File: src/rtl/sevenseg_scan3.sv
// Three-digit BCD scan driver for a common-anode 4-digit display.
// Optional LEADING_ZERO_BLANK_EN darkens leading zero digits.
module sevenseg_scan3 #(
  parameter int SCAN_DIV    = 50000,
  parameter int BLINK_SLOTS = 250
) (
  input  logic       CLK_I,
  input  logic       SW_RESET_I,
  input  logic [3:0] TIM_1,
  input  logic [3:0] TIM_2,
  input  logic [3:0] TIM_3,
  input  logic       TIMEOUT,
  output logic [6:0] SEG_O,
  output logic [3:0] AN_O,
  output logic       DP_O
);

  localparam int CW = (SCAN_DIV > 1) ? $clog2(SCAN_DIV) : 1;
  localparam int BW = $clog2(BLINK_SLOTS + 1);

  typedef enum logic [1:0] {
    IDLE,
    BLANK,
    DRIVE
  } state_t;

  state_t        state;
  logic [CW-1:0] slot_cnt;
  logic [BW-1:0] blink_cnt;
  logic          hidden;
  logic [1:0]    idx;
  logic [1:0]    nidx;
  logic          tick;
  logic [3:0]    digit;
  logic          dark;
  logic          lz_dark;

  function automatic logic [6:0] decode(input logic [3:0] d);
    logic [6:0] s;
    s = 7'h3F;
    unique case (d)
      4'd0: s = 7'h40;
      4'd1: s = 7'h79;
      4'd2: s = 7'h24;
      4'd3: s = 7'h30;
      4'd4: s = 7'h19;
      4'd5: s = 7'h12;
      4'd6: s = 7'h02;
      4'd7: s = 7'h78;
      4'd8: s = 7'h00;
      4'd9: s = 7'h10;
      default: s = 7'h3F;
    endcase
    return s;
  endfunction

  assign tick = (slot_cnt == CW'(SCAN_DIV - 1));
  assign nidx = (idx == 2'd2) ? 2'd0 : idx + 2'd1;
  assign DP_O = 1'b1;

  always_comb begin
    digit = TIM_1;
    unique case (nidx)
      2'd1:    digit = TIM_2;
      2'd2:    digit = TIM_3;
      default: digit = TIM_1;
    endcase
    if (TIMEOUT) digit = 4'd0;
  end

`ifdef LEADING_ZERO_BLANK_EN
  always_comb begin
    lz_dark = 1'b0;
    if (!TIMEOUT) begin
      if (nidx == 2'd2 && TIM_3 == 4'd0)
        lz_dark = 1'b1;
      if (nidx == 2'd1 && TIM_3 == 4'd0 && TIM_2 == 4'd0)
        lz_dark = 1'b1;
    end
  end
`else
  assign lz_dark = 1'b0;
`endif

  assign dark = lz_dark | (TIMEOUT & hidden);

  // Reset release is expected synchronous to CLK_I upstream.
  always_ff @(posedge CLK_I or posedge SW_RESET_I) begin
    if (SW_RESET_I) begin
      state     <= IDLE;
      slot_cnt  <= '0;
      blink_cnt <= '0;
      hidden    <= 1'b0;
      idx       <= 2'd0;
      SEG_O     <= 7'h7F;
      AN_O      <= 4'hF;
    end else begin
      slot_cnt <= tick ? '0 : slot_cnt + CW'(1);

      if (!TIMEOUT) begin
        blink_cnt <= '0;
        hidden    <= 1'b0;
      end else if (tick) begin
        if (blink_cnt == BW'(BLINK_SLOTS - 1)) begin
          blink_cnt <= '0;
          hidden    <= ~hidden;
        end else begin
          blink_cnt <= blink_cnt + BW'(1);
        end
      end

      if (tick) begin
        state <= BLANK;
        SEG_O <= 7'h7F;
        AN_O  <= 4'hF;
      end else if (state == BLANK) begin
        state <= DRIVE;
        idx   <= nidx;
        if (dark) begin
          SEG_O <= 7'h7F;
          AN_O  <= 4'hF;
        end else begin
          SEG_O <= decode(digit);
          AN_O  <= ~(4'b0001 << nidx);
        end
      end
    end
  end

endmodule

File: config.mk
export PLATFORM = sky130hd
export DESIGN_NAME = sevenseg_scan3
export DESIGN_NICKNAME = d
export VERILOG_FILES = /design/src/rtl/sevenseg_scan3.sv
export SDC_FILE = /design/constraint.sdc
export NUM_CORES = 1
export LEC_CHECK = 0
export BUFFER_PORTS_ARGS = -buffer_cell sky130_fd_sc_hd__buf_2
export CAP_MARGIN = 20
export CORE_MARGIN = 4
export CORE_UTILIZATION = 35
export DETAILED_ROUTE_END_ITERATION = 8
export PLACE_DENSITY = 0.52
export SYNTH_ARGS = -nofsm -noshare
export SYNTH_HDL_FRONTEND = slang
export SYNTH_SLANG_ARGS = --single-unit
File: constraint.sdc
create_clock -name CLK_I -period 2.31 [get_ports CLK_I]
set_input_delay 0.1155 -clock CLK_I [delete_from_list [all_inputs] [get_ports CLK_I]]
set_output_delay 0.1155 -clock CLK_I [all_outputs]
set_load 0.05 [all_outputs]
==> results of run 1 <==
-- flip-flops by register name, indices dropped and copies added (netlist names) --
signal,count
hidden,1
state,2
blink_cnt,8
SEG_O,7
idx,2
slot_cnt,16
AN_O,4
-- power groups by stage --
stage	sequential, mW	clock [mW]	combinational (mW)
after floorplan	0.714	0	0.0491
after global placement	0.714	0	0.0753
after detailed placement	0.714	0	0.0741
after CTS	0.701	0.474	0.0758
after global routing	0.701	0.497	0.0859
final	0.701	0.445	0.0744
-- repair_timing --
action / 4_1_cts / 5_1_grt
endpoints found under the setup margin: 0 / 0
hold buffers: 1 / 0
hold endpoints to repair: 29 / 0
-- Yosys cell counts, types with 4 or more instances --
cell type	count	share of area (%)
and3_1	4	1.1
o21ai_0	9	2.1
or3_1	4	1.1
dfstp_2	11	13
nand2_1	26	4.5
buf_2	5	1.1
xor2_1	6	2.4
ha_1	8	4.6
nor2_1	25	4.3
a311oi_1	4	1.6
a21oi_1	12	2.8
nand2b_1	4	1.1
nand3_1	10	2.3
o21a_1	4	1.4
nor3_1	5	1.1
xnor2_1	7	2.8
nor2b_1	5	1.4
inv_1	6	1.0
dfrtp_1	29	33
-- cell families after synthesis --
| logic type | Yosys count |
|---|---|
| buffers and inverters | 17 |
| XOR/XNOR | 13 |
| AND/OR/NAND/NOR | 94 |
| adder cells (fa/ha/maj) | 8 |
| other | 1 |
| AO/OA/AOI/OAI | 44 |
| flip-flops | 40 |
| multiplexers | 8 |
-- metal layers --
| layer | vias to the layer above | wire length, um |
|---|---|---|
| li1 | 843 | - |
| met1 | 798 | 2190 |
| met2 | 30 | 2080 |
| met3 | 4 | 185 |
| met4 | 0 | 44 |
| met5 | - | 0 |
-- worst max path at each step --
stage               end  depth (start not counted)    from
6_report       SEG_O[5]                          7  idx[0]
3_5_place_dp   SEG_O[5]                          7  idx[0]
2_1_floorplan  SEG_O[5]                          8  idx[0]
4_1_cts        SEG_O[5]                          7  idx[0]
3_3_place_gp   SEG_O[5]                          7  idx[0]
5_1_grt        SEG_O[1]                          8  idx[0]
-- cell type report --
cell class / instances / area (um2)
Inverter: 7 / 26.3
Tap cell: 75 / 93.8
Fill cell: 597 / 3500
Clock buffer: 5 / 68.8
Sequential cell: 40 / 1010
Multi-Input combinational cell: 168 / 1080
Clock inverter: 3 / 13.8
Timing Repair Buffer: 33 / 188
-- through the flow --
stage / std cells / total power, mW
floorplan: 225 / 0.763
global placement: 322 / 0.789
detailed placement: 322 / 0.788
CTS: 331 / 1.25
global route: 331 / 1.28
finish: 331 / 1.22
==> flow_metrics.tcl, run 1 <==
set metrics [dict create \
    clockBufferDepth 2 \
    cp.arrival_ns 2.24 \
    syn_area_mm2 0.00218 \
    grt_busiest_layer "met2" \
    postSynth.asyncResetShare_pct 100 \
    r2r_cells 7 \
    critPathTopFamily "flip-flops" \
    crit_slowest_cell "dfrtp_1" \
    rrSetupSlack_ns 0.28 \
    use_met3_pct 4.07 \
    finalCritPeriodShare_pct 88.0 \
    grt_pass1_vias 1757 \
    synth_xor_area_share_pct 5.22 \
    ant_nets 0 \
    internal_power_mw 0.934 \
    seq_power_share_pct 57.4 \
    vdd_drop_max_v 0.000283 \
    pre_cts_slack_ns 0.256 \
    cts_buffers 5 \
    fin_crit_ns 2.03 \
    ys_ff_latch 40 \
    port_buffers 25 \
    p_leak_nw 1.10 \
    relSlewSlack_pct 66.9 \
    powerDensity_mw_per_mm2 490 \
    num_antenna_cells 0 \
    crit_required_ns 2.52 \
    post-route-drc-count 0 \
    dr.pass1.iters 4 \
    nNetsFinal 278 \
    cts_tree "done" \
    placed_cell_area_mm2 0.00239 \
    first_iter_violations 94 \
    die-height_um 87.0 \
    synth_edf_count 0 \
    synthAdderAreaFrac_pct 4.59 \
    postCtsResizedCells 0 \
    min_from "TIMEOUT" \
    worstPathBufferInverterCount 1 \
    hold_violations 0 \
    hold_class "in -> reg" \
    dieArea_mm2 0.00756 \
    synth.area.mux_share_pct 4.30 \
    outcome "finished clean" \
    ys_seq_area_share_pct 46.5 \
    worst_hold_slack_ns 0.133 \
    num_io_pins 27 \
    cts_max_level 2 \
    setup_viol 0 \
    hold-path-endpoint "blink_cnt[4]" \
    rows 28 \
    layout_common_cells "dfrtp_1 (29), nand2_1 (26), nor2_1 (25), buf_2 (25), a21oi_1 (12)" \
    drive_gt1_share_pct 23.8 \
    synthDistinctLibCells 47 \
    holdPathStages 2 \
    gp_congestion 0.837 \
    track_usage_pct 13.4 \
    setup-tns-final_ns 0 \
    fin_ws_ns 0.278 \
    post-route-cell-area_mm2 0.00249 \
    r2r_start "idx[0]" \
    synth_top_family_by_area "simple AND/OR/NAND/NOR gates" \
    swShare_pct 23.4 \
    start_util_pct 36.4 \
    detail_route.wirelength_um 4500 \
    dpl.hpwl_um 3200 \
    clock_latency_ns 0.29 \
    grt_pass1_wl_um 8110 \
    post-route-util_pct 41.5 \
    fmax_mhz 492 \
    share_clk_of_total_power_pct 36.4 \
    r2r-end "SEG_O[5]" \
    antenna_found_initial 0 \
    clk_pin_slew_ns 0.07 \
    synth.avg_cell_area_um2 9.70 \
    root_buffer "clkbuf_8" \
    syn_to_final_growth_pct 14.0 \
    die_w_um 87.0 \
    worst_pin_slew_ns 0.493 \
    synth_compound_area_share_pct 13.5 \
    crit_fanout 8 \
    layout_commonest_cell "dfrtp_1" \
    grt_max_degree 41 \
    cp_slowest_stage_delay_ns 0.51 \
    netlist_instances 225 \
    met2_usage_pct 21.3 \
    cap_violations 0 \
    end_kind "flop" \
    worstSetupPathType "reg -> reg" \
    cp_cell_sequence "mux2_4 > o211ai_2 > inv_1 > ha_1 > or3_1 > o21ai_0 > a21oi_1" \
    clock_sinks 40 \
    gr-total-overflow 0 \
    yosys.area_share.simple_pct 21.8 \
    rsz0062_at_grt "no" \
    slew_viol_final 0 \
    syn_nets 248 \
    ys_warn_count 0 \
    post_cts_buffers 0 \
    switchingPower_mw 0.285 \
    avgViaCountPerCell 5.06 \
    p_comb_share_pct 6.1 \
    grtUsageMet1_pct 17.9 \
    core_area_mm2 0.00599 \
    route.vias.total 1675 \
    wl_per_cell_um 13.6 \
    start_kind "flop" \
    skew_ns 0.00396 \
    ys.flop_type "dfrtp_1" \
]
(Power assumes the default switching activity.)
==> inputs of run 2 (changes only) <==
--- a/config.mk
+++ b/config.mk
@@ -5,12 +5,13 @@
 export SDC_FILE = /design/constraint.sdc
 export NUM_CORES = 1
 export LEC_CHECK = 0
+export ABC_AREA = 1
 export BUFFER_PORTS_ARGS = -buffer_cell sky130_fd_sc_hd__buf_2
 export CAP_MARGIN = 20
 export CORE_MARGIN = 4
 export CORE_UTILIZATION = 35
 export DETAILED_ROUTE_END_ITERATION = 8
-export PLACE_DENSITY = 0.52
+export PLACE_DENSITY = 0.51
 export SYNTH_ARGS = -nofsm -noshare
 export SYNTH_HDL_FRONTEND = slang
 export SYNTH_SLANG_ARGS = --single-unit
==> flow_metrics.tcl, run 2 <==
set metrics [dict create \
    switchingPower_mw 0.295 \
    first_iter_violations 92 \
    fmax_mhz 545 \
    synthAdderAreaFrac_pct 4.33 \
    fin_cells 408 \
    critPathTopFamily "simple AND/OR/NAND/NOR gates" \
    gr-total-overflow 0 \
    start_kind "flop" \
    worstSetupPathType "reg -> reg" \
    synthTopCellsByCount "nand2_1 (66), inv_1 (46), nor2_1 (39), dfrtp_1 (29), nand3_1 (27)" \
    crit_required_ns 2.53 \
    p_leak_nw 1.40 \
    nNetsFinal 353 \
    cp_slowest_stage_delay_ns 0.50 \
    ant_nets 0 \
    slew_viol_final 0 \
    num_antenna_cells 0 \
    finalCritPeriodShare_pct 79.4 \
    grt_max_degree 41 \
    yosys.area_share.simple_pct 30.8 \
    pre_cts_slack_ns 0.471 \
    netlist_instances 299 \
    largest-register "slot_cnt" \
    dpl.hpwl_um 3500 \
    avgViaCountPerCell 4.52 \
    ff_latch_area_mm2 0.00101 \
    drive_gt1_share_pct 19.3 \
    synth.avg_cell_area_um2 7.73 \
    ys_seq_area_share_pct 43.9 \
    worstPathBufferInverterCount 2 \
    syn_nets 322 \
    power.total_mw 1.26 \
    cts_tree "done" \
    clock_latency_ns 0.29 \
    hold_class "in -> reg" \
    grt_pass1_wl_um 8170 \
    ys_top_cells_by_area "dfrtp_1 (31%), dfstp_2 (13%), nand2_1 (11%)" \
    rows 29 \
    synth_edf_count 0 \
    seq_power_share_pct 55.8 \
    synth_xor_area_share_pct 2.65 \
    outcome "finished clean" \
    synth.area.mux_share_pct 0 \
    setup-tns-final_ns 0 \
    relSlewSlack_pct 66.6 \
    syn_area_mm2 0.00231 \
    core_area_mm2 0.00639 \
    dr.pass1.iters 4 \
    vdd_drop_max_v 0.000312 \
    postCtsResizedCells 0 \
    top_regs "slot_cnt x16, blink_cnt x8, SEG_O x7" \
    ys_ff_latch 40 \
    skew_ns 0.00469 \
    hold_violations 0 \
    num_io_pins 27 \
    post-route-cell-area_mm2 0.00261 \
    layout_commonest_cell "nand2_1" \
    start_util_pct 36.2 \
    multi_input_area_mm2 0.00106 \
    fillCellCount 663 \
    clk_pin_slew_ns 0.08 \
    rsz0062_at_grt "no" \
    largest_register_ffs 16 \
    yosysTopAreaCell "dfrtp_1" \
    route.vias.total 1843 \
    dp.cells 399 \
    swShare_pct 23.3 \
    synth.most_common_cell "nand2_1" \
    root_buffer "clkbuf_8" \
    gp_congestion 0.845 \
    die_w_um 89.3 \
    synth_top_family_by_area "simple AND/OR/NAND/NOR gates" \
    worst_pin_slew_ns 0.501 \
    cap_violations 0 \
    crit_fanout 8 \
    cp.arrival_ns 2.05 \
    wl_per_cell_um 11.4 \
    share_clk_of_total_power_pct 37.6 \
    crit_slowest_cell "dfrtp_1" \
    post-route-drc-count 0 \
    synthDistinctLibCells 36 \
    fin_crit_ns 1.83 \
    cts_buffers 5 \
    grt_pass1_vias 1809 \
    placed_cell_area_mm2 0.00251 \
    internal_power_mw 0.970 \
    post-route-util_pct 40.9 \
    synth_top_area_share_pct 31.4 \
    detail_route.wirelength_um 4630 \
    layout_common_cells "nand2_1 (66), inv_1 (46), nor2_1 (39)" \
    clockBufferDepth 2 \
    powerDensity_mw_per_mm2 484 \
    crit_path_frequent_cell "nand2_1" \
    postSynth.asyncResetShare_pct 100 \
    cts_max_level 2 \
    dieArea_mm2 0.00797 \
    clock_sinks 40 \
    ys.flop_type "dfrtp_1" \
    cp_cell_sequence "inv_1 > nand3_1 > nand3_1 > nand2_1 > inv_1 > ha_1 > nand3b_1 > nand2_1 > nor2_1 > nor2_1 > nand2_1" \
    end_kind "flop" \
    ys_warn_count 0 \
    fin_ws_ns 0.475 \
    die-height_um 89.3 \
    p_comb_share_pct 6.6 \
    syn_to_final_growth_pct 13.0 \
    port_buffers 25 \
    setup_viol 0 \
    worst_hold_slack_ns 0.210 \
    synth_compound_area_share_pct 8.01 \
    antenna_found_initial 0 \
    track_usage_pct 12.9 \
]
[run 2: cell types whose count changed after synthesis, sizes merged, moves of 17 or more]
cell,before,now
nor2,25,42
inv,6,49
nand3,10,28
nand2,26,70
[run 2: area by class of cell]
type,instances,area share (%)
multi-input cells,204,40.7
flip-flops and latches,40,38.9
inverters,50,7.19
repair buffers,29,6.04
well taps,77,3.69
clock buffers,6,3.16
clock inverters,2,0.383
[run 2: final timing paths]
kind	startpoint	to	slack, ns	cells past startpoint
setup / recovery	idx[1]	SEG_O[3]	0.48	11
hold / removal	TIMEOUT	blink_cnt[0]	0.21	3
setup reg to reg	idx[1]	SEG_O[3]	0.48	11
hold reg to reg	slot_cnt[0]	slot_cnt[0]	0.47	1
max in group asynchronous	SW_RESET_I	AN_O[0]	1.46	4
min in group asynchronous	SW_RESET_I	slot_cnt[5]	0.49	4
[run 2: cell families (layout without fill, tap and decap cells)]
| group | Yosys count | count (layout) |
|---|---|---|
| and+or+nand+nor | 156 | 156 |
| buffers and inverters | 55 | 87 |
| DFF | 40 | 40 |
| AOI/OAI and AO/OA | 32 | 32 |
| adders and majority gates | 8 | 8 |
| xor gates and xnor gates | 7 | 7 |
| other | 1 | 1 |
[run 2: worst reg2reg max path, delay by kind of cell, from the launching register on]
kind | cells | cell delay, ns
DFF | 1 | 0.50
buffers and inverters | 2 | 0.24
adders and majority gates | 1 | 0.28
and+or+nand+nor | 8 | 0.75
[run 2: metal layers]
layer	share of wire (%)	up-vias	GRT usage, %
met4	0.60	0	3.65
li1	-	996	-
met3	3.1	4	2.95
met2	45	17	19.5
met1	51	826	18.6
met5	0	-	0
[run 2: power by group through the flow]
stage                     clock (mW)  combinational [mW]  sequential, mW
after floorplan                    0              0.0589           0.718
after global placement             0              0.0854           0.718
after detailed placement           0              0.0843           0.718
after CTS                      0.503              0.0859           0.705
after global routing           0.533              0.0986           0.706
final                          0.476              0.0840           0.705
[run 2: timing repair]
item,4_1_cts,5_1_grt
endpoints found under the hold margin,29,0
setup buffers,0,0
hold buffers,1,0
==> inputs of run 3 (changes only) <==
--- a/config.mk
+++ b/config.mk
@@ -5,13 +5,13 @@
 export SDC_FILE = /design/constraint.sdc
 export NUM_CORES = 1
 export LEC_CHECK = 0
-export ABC_AREA = 1
+export ABC_AREA = 0
 export BUFFER_PORTS_ARGS = -buffer_cell sky130_fd_sc_hd__buf_2
 export CAP_MARGIN = 20
 export CORE_MARGIN = 4
 export CORE_UTILIZATION = 35
 export DETAILED_ROUTE_END_ITERATION = 8
-export PLACE_DENSITY = 0.51
+export PLACE_DENSITY = 0.54
 export SYNTH_ARGS = -nofsm -noshare
 export SYNTH_HDL_FRONTEND = slang
 export SYNTH_SLANG_ARGS = --single-unit
==> constraint.sdc (replaced) <==
create_clock -name CLK_I -period 1.64 [get_ports CLK_I]
set_input_delay 0.082 -clock CLK_I [delete_from_list [all_inputs] [get_ports CLK_I]]
set_output_delay 0.082 -clock CLK_I [all_outputs]
set_load 0.05 [all_outputs]
==> flow_metrics.tcl, run 3 (synthesis gave the netlist of run 1 again) <==
set metrics [dict create \
    outcome "finished, violations left" \
    failed_checks "negative setup slack" \
    largest-register "slot_cnt" \
    crit_slowest_cell "dfrtp_2" \
    critPathTopFamily "flip-flops" \
    end_kind "flop" \
    worstPathBufferInverterCount 1 \
    skew_ns 0.00450 \
    slew_viol_final 0 \
    share_clk_of_total_power_pct 37.0 \
    p_leak_nw 1.37 \
    start_util_pct 36.4 \
    layout_common_cells "buf_4 (51), dfrtp_1 (27), buf_2 (25)" \
    gp_congestion 0.786 \
    finalCritPeriodShare_pct 106 \
    grt_pass1_wl_um 8650 \
    grt_pass1_vias 1826 \
    post-route-drc-count 0 \
    internal_power_mw 1.40 \
    rsz0062_at_grt "yes" \
    die_w_um 87.0 \
    antenna_found_initial 0 \
    die-height_um 87.0 \
    grt_busiest_layer "met2" \
    track_usage_pct 14.7 \
    rows 28 \
    clock_latency_ns 0.29 \
    multi_input_area_mm2 0.00131 \
    p_comb_share_pct 8.8 \
    ff_latch_area_mm2 0.00102 \
    clock_sinks 40 \
    cts_tree "done" \
    dr.pass1.iters 4 \
    setup-tns-final_ns -0.523 \
    num_io_pins 27 \
    worstSetupPathType "reg -> reg" \
    fin_crit_ns 1.73 \
    cts_max_level 2 \
    crit_fanout 4 \
    swShare_pct 23.1 \
    fmax_mhz 578 \
    powerDensity_mw_per_mm2 587 \
    vdd_drop_max_v 0.000459 \
    switchingPower_mw 0.421 \
    cts_buffers 5 \
    use_met3_pct 4.16 \
    hold_violations 0 \
    fin_ws_ns -0.0914 \
    worst_pin_slew_ns 0.511 \
    hold_class "in -> reg" \
    syn_to_final_growth_pct 42.1 \
    detail_route.wirelength_um 5210 \
    clk_pin_slew_ns 0.08 \
    wl_per_cell_um 13.7 \
    route.vias.total 1866 \
    top_regs "slot_cnt x16, blink_cnt x8, SEG_O x7" \
    crit_required_ns 1.85 \
    fillCellCount 553 \
    pre_cts_slack_ns -0.222 \
    setup_viol 8 \
    cp_cell_sequence "mux2_4 > o211ai_4 > inv_2 > ha_4 > or3_4 > o21ai_2 > a21oi_2" \
    dpl.hpwl_um 3630 \
    seq_power_share_pct 54.2 \
    start_kind "flop" \
    num_antenna_cells 0 \
    gr-total-overflow 0 \
    ant_nets 0 \
    root_buffer "clkbuf_8" \
    cp.arrival_ns 1.95 \
    largest_register_ffs 16 \
    port_buffers 25 \
    grt_max_degree 41 \
    clockBufferDepth 2 \
    layout_commonest_cell "buf_4" \
    core_area_mm2 0.00599 \
    dieArea_mm2 0.00756 \
    avgViaCountPerCell 4.92 \
    met2_usage_pct 22.8 \
    drive_gt1_share_pct 48.7 \
    relSlewSlack_pct 66.0 \
    cp_slowest_stage_delay_ns 0.44 \
    cap_violations 0 \
    first_iter_violations 99 \
    nNetsFinal 326 \
    power.total_mw 1.82 \
    grtUsageMet1_pct 19.9 \
]
[run 3: power by group through the flow]
stage               sequential (mW)  combinational, mW  clock (mW)
floorplan                      1.01             0.0721           0
global placement               1.01              0.120           0
detailed placement             1.01              0.118           0
CTS                           0.987              0.132       0.694
global route                  0.987              0.178       0.741
finish                        0.987              0.161       0.673
[run 3: layout make-up]
cell class,count,area share (%)
multi-input cells,168,42.1
flip-flops and latches,40,32.8
repair buffers,81,18.3
well taps,75,3.03
clock buffers,8,2.91
inverters,7,0.847
[run 3: path summary, 6_finish.rpt]
check                        startpoint           end  slack, ns  cells after the start
hold / removal                  TIMEOUT  blink_cnt[4]       0.12                      2
min in group asynchronous    SW_RESET_I  blink_cnt[6]       0.45                      4
setup / recovery                 idx[0]      SEG_O[5]      -0.09                      7
max in group asynchronous    SW_RESET_I       AN_O[3]       0.82                      4
setup reg to reg                 idx[0]      SEG_O[5]      -0.09                      7
hold reg to reg            slot_cnt[13]  slot_cnt[13]       0.50                      1
[run 3: what timing repair did]
item                                    CTS  global route
pin swaps                                12            15
setup buffers                             4             2
gates resized for setup                  16            38
endpoints found under the setup margin   16            21
hold buffers                              1             0
hold endpoints to repair                 29             0
[run 3: routing by layer]
metal / vias to the layer above / routed length [um]
li1: 944 / -
met1: 888 / 2570
met2: 29 / 2420
met3: 5 / 170
met4: 0 / 48
met5: - / 0
[run 3: through the flow]
stage	instances	hold slack, ns	cell area, um2	utilization, %
detailed placement	365	0.236	2730	45.6
CTS	378	0.101	2940	49.0
finish	379	0.124	3100	51.8
global placement	365	0.239	2730	45.6
global route	379	0.123	3100	51.8
floorplan	225	0.292	2190	-
